<file path="config.mk">
export PLATFORM = sky130hd
export DESIGN_NAME = instr_fetch
export DESIGN_NICKNAME = d
export VERILOG_FILES = /design/src/rtl/instr_fetch.sv
export SDC_FILE = /design/constraint.sdc
export NUM_CORES = 1
export LEC_CHECK = 0
export ABC_CLOCK_PERIOD_IN_PS = 2300
export CAP_MARGIN = 20
export CELL_PAD_IN_SITES_DETAIL_PLACEMENT = 1
export CELL_PAD_IN_SITES_GLOBAL_PLACEMENT = 2
export CORE_MARGIN = 2
export CORE_UTILIZATION = 30
export DETAILED_ROUTE_END_ITERATION = 10
export PLACE_DENSITY_LB_ADDON = 0.1
export SYNTH_ARGS = -nofsm -noshare
export SYNTH_HDL_FRONTEND = slang
export SYNTH_SLANG_ARGS = --single-unit
</file>
<file path="constraint.sdc">
create_clock -name clk -period 2.3 [get_ports clk]
set_input_delay 0.345 -clock clk [delete_from_list [all_inputs] [get_ports clk]]
set_output_delay 0.345 -clock clk [all_outputs]
set_load 0.02 [all_outputs]
</file>
<file path="src/rtl/instr_fetch.sv">
// instr_fetch: issues sequential reads, absorbs one-cycle memory latency, buffers results for decode
module instr_fetch #(
    parameter int ADDR_WIDTH = 8,
    parameter int DATA_WIDTH = 8,
    parameter int FIFO_DEPTH = 2,
    parameter logic [ADDR_WIDTH-1:0] RESET_PC = '0
) (
    input  logic                  clk,
    input  logic                  rst,
    output logic [ADDR_WIDTH-1:0] mem_addr,
    output logic                  mem_we,
    input  logic [DATA_WIDTH-1:0] mem_dout,
    input  logic                  halt,
    input  logic                  redirect,
    input  logic [ADDR_WIDTH-1:0] redirect_addr,
    output logic                  out_valid,
    input  logic                  out_ready,
    output logic [DATA_WIDTH-1:0] out_instr,
    output logic [ADDR_WIDTH-1:0] out_pc
);
    localparam int PW = $clog2(FIFO_DEPTH);
    localparam int CW = PW + 1;
    logic [ADDR_WIDTH-1:0] pc_q, pc_d, ipc_q;
    logic                  inflight_q, inflight_d;
    logic [PW-1:0]         rptr_q, rptr_d, wptr_q, wptr_d;
    logic [CW-1:0]         cnt_q, cnt_d;
    logic [DATA_WIDTH-1:0] dat_q [FIFO_DEPTH];
    logic [ADDR_WIDTH-1:0] tag_q [FIFO_DEPTH];
    logic                  pop, push, issue;
    logic [CW:0]           need;
    assign mem_addr  = pc_q;
    assign mem_we    = 1'b0;
    assign out_valid = cnt_q != '0;
    assign out_instr = dat_q[rptr_q];
    assign out_pc    = tag_q[rptr_q];
    assign pop       = out_valid & out_ready;
    assign push      = inflight_q & ~redirect;
    assign need      = {1'b0, cnt_q} + (CW+1)'(inflight_q) - (CW+1)'(pop);
    assign issue     = ~halt & ~redirect & (need < (CW+1)'(FIFO_DEPTH));
    always_comb begin
        pc_d       = redirect ? redirect_addr : issue ? pc_q + ADDR_WIDTH'(1) : pc_q;
        inflight_d = issue;
        rptr_d     = redirect ? '0 : rptr_q + PW'(pop);
        wptr_d     = redirect ? '0 : wptr_q + PW'(push);
        cnt_d      = redirect ? '0 : cnt_q + CW'(push) - CW'(pop);
    end
    always_ff @(posedge clk) begin
        if (rst) begin
            pc_q       <= RESET_PC;
            ipc_q      <= '0;
            inflight_q <= 1'b0;
            rptr_q     <= '0;
            wptr_q     <= '0;
            cnt_q      <= '0;
            for (int i = 0; i < FIFO_DEPTH; i++) begin
                dat_q[i] <= '0;
                tag_q[i] <= '0;
            end
        end else begin
            pc_q       <= pc_d;
            inflight_q <= inflight_d;
            rptr_q     <= rptr_d;
            wptr_q     <= wptr_d;
            cnt_q      <= cnt_d;
            if (issue) ipc_q <= pc_q;
            if (push) begin
                dat_q[wptr_q] <= mem_dout;
                tag_q[wptr_q] <= ipc_q;
            end
        end
    end
endmodule

</file>
==> Word-level counts from Yosys, hierarchy flattened <==
Memories as Yosys holds them, arrays and structs flattened. A register that Yosys moved wholly into a read port is not among the register bits.
Index checks and enable logic that the tools add are counted.
{ "op_classes": {"reduce_logical": 5, "bitwise": 6, "n_lt_le_gt_ge": 1, "muxes": 15, "addsub": 7} }
{ "op_table": {"columns": ["operator", "count"], "rows": [
  ["8-bit 2-to-1 mux", 4],
  ["8-bit OR reduction", 2],
  ["1-bit 2-to-1 mux", 11],
  ["8-bit by 1-bit adder with 8-bit output (second input constant)", 1],
  ["1-bit bitwise AND", 4],
  ["2-bit nonzero test", 2],
  ["2-bit by 1-bit adder with 3-bit output", 1],
  ["3-bit by 2-bit less-than comparator with 1-bit output (second input constant)", 1],
  ["3-bit by 1-bit subtractor with 3-bit output", 1],
  ["1-bit adder", 2],
  ["2-bit by 1-bit adder with 2-bit output", 1],
  ["1-bit NOT", 2],
  ["2-bit OR reduction", 1],
  ["2-bit by 1-bit subtractor with 2-bit output", 1]
]} }
{ "totals": {"regBits": 21, "mem_count": 2, "word_cells": 42, "out_inout_bits": 26, "in_bits": 21, "ram_bits": 32} }
{ "mem_list": {"columns": ["memory", "depth", "width", "read_ports", "rd_clocked_by_memory_dff", "wr", "line", "rtl"], "rows": [
  ["dat_q", 2, 8, 1, 1, 2, "27", "logic [DATA_WIDTH-1:0] dat_q [FIFO_DEPTH];"],
  ["tag_q", 2, 8, 1, 1, 2, "28", "logic [ADDR_WIDTH-1:0] tag_q [FIFO_DEPTH];"]
]} }

==> Logic depth before layout (Yosys ltp) <==
{ "depth": {"depth_word": 7, "depth_mapped": 10} }

==> Least setup slack after synthesis <==
Ideal clock, no wire load.
{ "synth_timing": {"kind": "flip-flop to flip-flop", "startpoint": "reg cnt_q[1]", "endpoint": "reg pc_q[5], in the netlist mem_addr[5]", "required_time_ps": 2167, "setup_slack_ps": -80, "path_stages_with_launch": 10, "synth_period_minus_slack_ps": 2380, "t_arrival_ps": 2247, "cell_sequence": "dfxtp_1 > nand2_1 > nor2_1 > o21ai_0 > fa_1 > nor2b_1 > nand3_1 > buf_2 > o311ai_0 > a31oi_1"} }
{ "synth_via": {"elab_chain_cells": 6, "elab_cells_between_ends": 7} }
{ "synth_rtl": {"columns": ["item", "line", "rtl"], "rows": [
  ["start, declared", "26", "logic [CW-1:0] cnt_q, cnt_d;"],
  ["start signal, assigned", "64", "cnt_q <= cnt_d;"],
  ["branches (longest 2 deep; another with 2-bit by 1-bit adder with 3-bit output)", null, null],
  ["3-bit by 1-bit subtractor with 3-bit output (*)", "38", "assign need = {1'b0, cnt_q} + (CW+1)'(inflight_q) - (CW+1)'(pop);"],
  ["3-bit by 2-bit less-than comparator with 1-bit output (*)", "39", "assign issue = ~halt & ~redirect & (need < (CW+1)'(FIFO_DEPTH));"],
  ["1-bit bitwise AND (*)", "39", null],
  ["2-bit nonzero test (no source line) (*)", null, null],
  ["end signal, assigned", "60", "pc_q <= pc_d;"],
  ["end, declared", "23", "logic [ADDR_WIDTH-1:0] pc_q, pc_d, ipc_q;"]
]} }
Mark *: on every way between the ends.
A chain may end at the register's enable or synchronous reset.

==> results.json <==
{
  "yosys_warnings": 0,
  "cp_max_fo": 16,
  "period_needed_ps": 2180,
  "hp-class": "reg2reg",
  "synth_cell_type_count": 35,
  "io-pin-count": 47,
  "hold_path_depth": 2,
  "rrSetupSlack_ps": 220,
  "cts_buffers": 5,
  "first_global_vias": 1702,
  "number_of_maximum_capacitance_violations": 0,
  "clock_insertion_delay_worst_skew_ps": 300,
  "postSynthAreaPerCell_um2": 11.3,
  "routed_wirelength_mm": 4.99,
  "cellLeakagePower_nw": 1.18,
  "mostFrequentLayoutCells": "sky130_fd_sc_hd__clkdlybuf4s50_1 (44), sky130_fd_sc_hd__and2_1 (32), sky130_fd_sc_hd__edfxtp_1 (32), sky130_fd_sc_hd__nand2_1 (24), sky130_fd_sc_hd__dfxtp_1 (20)",
  "share_of_layout_cells_above_drive_strength_1": 0.187,
  "h-tree-depth": 2,
  "drt_first_iter_violations": 29,
  "grt_use_total": 0.121,
  "tritoncts_clock_tree": "built",
  "r2r_start": "cnt_q[0]",
  "placement.io_buffers": 45,
  "layout_commonest_cell": "sky130_fd_sc_hd__clkdlybuf4s50_1",
  "detail_route.wl_per_cell_um": 13.5,
  "core_region_area_um2": 7730,
  "floorplan.die.width_um": 93.4,
  "ys_ff_latch": 53,
  "die_area_um2": 8720,
  "route.detailed.vias_per_inst": 4.55,
  "dr_total_vias": 1682,
  "finClkSkew_ps": 7.03,
  "hpwl_mm": 3.41,
  "cts-root-to-sink-buffers": 2,
  "grt_start_max_net_pins": 24,
  "seq_area_frac_synth": 0.576,
  "synth-async-reset-ratio": 0,
  "insertedDiodeCount": 0,
  "worstPathRequired_ps": 1960,
  "hold_slack_ps": 469,
  "period_share": 0.949,
  "worst-setup-path-type": "reg2out",
  "final_antenna_net_count": 0,
  "hold_path_startpoint": "ipc_q[5]",
  "cts.root.buffer_cell": "sky130_fd_sc_hd__clkbuf_8",
  "layout.nets": 291,
  "critPathLaunch": "rptr_q",
  "end_kind": "primary output",
  "grt_remaining_overflow": 0,
  "finalWeightedCongestion": 0.778,
  "report.final.slew_viol_count": 0,
  "timing.setup.tns_ps": 0,
  "grt_first_pass_wirelength_mm": 8.19,
  "synth_edf_count": 32,
  "synthesis.area_um2": 2400,
  "die_h_um": 93.4,
  "r2r.worst_path.cells": 7,
  "run_status": "complete, no violations",
  "timing_hold_violations_final": 0,
  "clock_sink_count": 53,
  "clk_pin_slew_ps": 90,
  "rsz_0062_raised_after_global_routing": "false",
  "first_pass_iters": 4,
  "holdPathEnd": "ipc_q[5]",
  "grt_antenna_before_repair": 0,
  "cells_after_synthesis": 212,
  "ir_drop_uv": 264,
  "post-route-drc-count": 0,
  "syn2layout_area_growth_pct": 32.8,
  "initial_utilization": 0.310,
  "final_util": 0.412,
  "postCtsHoldBufs": 0,
  "capture_instance_of_the_worst_register_to_register_path": "mem_addr[5]",
  "max_freq_mhz": 458,
  "report.final.setup_viol": 0,
  "setup.worst_path.start_class": "flop",
  "dominantRegCellSynth": "sky130_fd_sc_hd__edfxtp_1",
  "power_density_nw_per_um2": 598,
  "mappedNetlistNets": 236,
  "rows": 32,
  "worstPathArrival_ps": 1840
}
-- layout make-up --
cell class              count  area (µm²)
inverters                   4        15.0
clock inverters             2        38.8
fillers                   850        4540
clock buffers               6        72.6
well taps                 102         128
repair buffers             61         586
multi-input cells         142         961
flip-flops and latches     53        1380
-- flip-flops by register name, summed over array words and instances (netlist names) --
signal and count:
inflight_q 1, wptr_q 1, dat_q 16, cnt_q 2, ipc_q 8, mem_addr 8
rptr_q 1, tag_q 16
-- cells by family (layout without fill, tap and decap cells) --
| family | count (synthesis) | in the layout | synth area share |
|---|---|---|---|
| buffers and inverters | 17 | 73 | 0.0334 |
| xor gates and xnor gates | 6 | 6 | 0.0251 |
| muxes | 16 | 16 | 0.0752 |
| DFF | 53 | 53 | 0.576 |
| AOI/OAI and AO/OA | 31 | 31 | 0.0809 |
| adders and majority gates | 3 | 3 | 0.0188 |
| and+or+nand+nor | 85 | 85 | 0.189 |
| other | 1 | 1 | 0.00156 |
-- power breakdown --
group	switching, W	internal [W]	leakage [nW]	total [W]
Sequential	0.0000218	0.00104	0.504	0.00106
Combinational	0.000105	0.000115	0.620	0.000219
Clock	0.000297	0.000327	0.0554	0.000624
-- what timing repair did --
action	in CTS	in global routing
pin swaps	0	4
buffers inserted	0	1
gates resized for setup	3	5
endpoints found under the setup margin	4	16
-- metrics by stage --
step	instance area [µm²]	setup slack, ps	cells	total power (W)
3_3_place_gp	3040	-317	361	0.00130
2_1_floorplan	2400	80.6	212	0.00119
6_report	3180	117	370	0.00190
3_5_place_dp	3040	-384	361	0.00130
5_1_grt	3180	13.7	370	0.00197
4_1_cts	3160	7.12	369	0.00193
-- critical path, stage by stage, from the launching register on --
cell and delay [ps]:
sky130_fd_sc_hd__dfxtp_1 360, sky130_fd_sc_hd__buf_4 260, sky130_fd_sc_hd__mux2_2 370, sky130_fd_sc_hd__clkdlybuf4s50_1 550
-- metal layers --
metal  vias up  track usage  routed length (µm)
li1        845            -                   -
met1       795        0.148                2330
met2        38        0.206                2340
met3         4       0.0298                 246
met4         0       0.0441                  72
met5         -            0                   0
-- synth_stat cells, drive strengths merged, types with 3 or more instances --
library cell,n,share of area
a21oi,16,0.033
a22oi,4,0.013
and2,32,0.084
buf,6,0.016
clkbuf,7,0.011
dfxtp,21,0.18
edfxtp,32,0.40
inv,4,0.0063
mux2,16,0.075
nand2,24,0.038
nand2b,3,0.0078
nand3,3,0.0063
nor2,5,0.0078
nor2b,4,0.010
nor3,6,0.013
or2,3,0.0078
xnor2,4,0.018
-- how the worst max path moves through the flow --
| stage | slack, ps | cells past startpoint | endpoint |
|---|---|---|---|
| 2_1_floorplan | 80 | 9 | mem_addr[5] |
| 3_3_place_gp | -320 | 9 | mem_addr[5] |
| 3_5_place_dp | -380 | 9 | mem_addr[5] |
| 4_1_cts | 7 | 9 | mem_addr[5] |
| 5_1_grt | 10 | 3 | out_pc[7] |
| 6_report | 120 | 3 | out_pc[4] |
(Power assumes the default switching activity.)
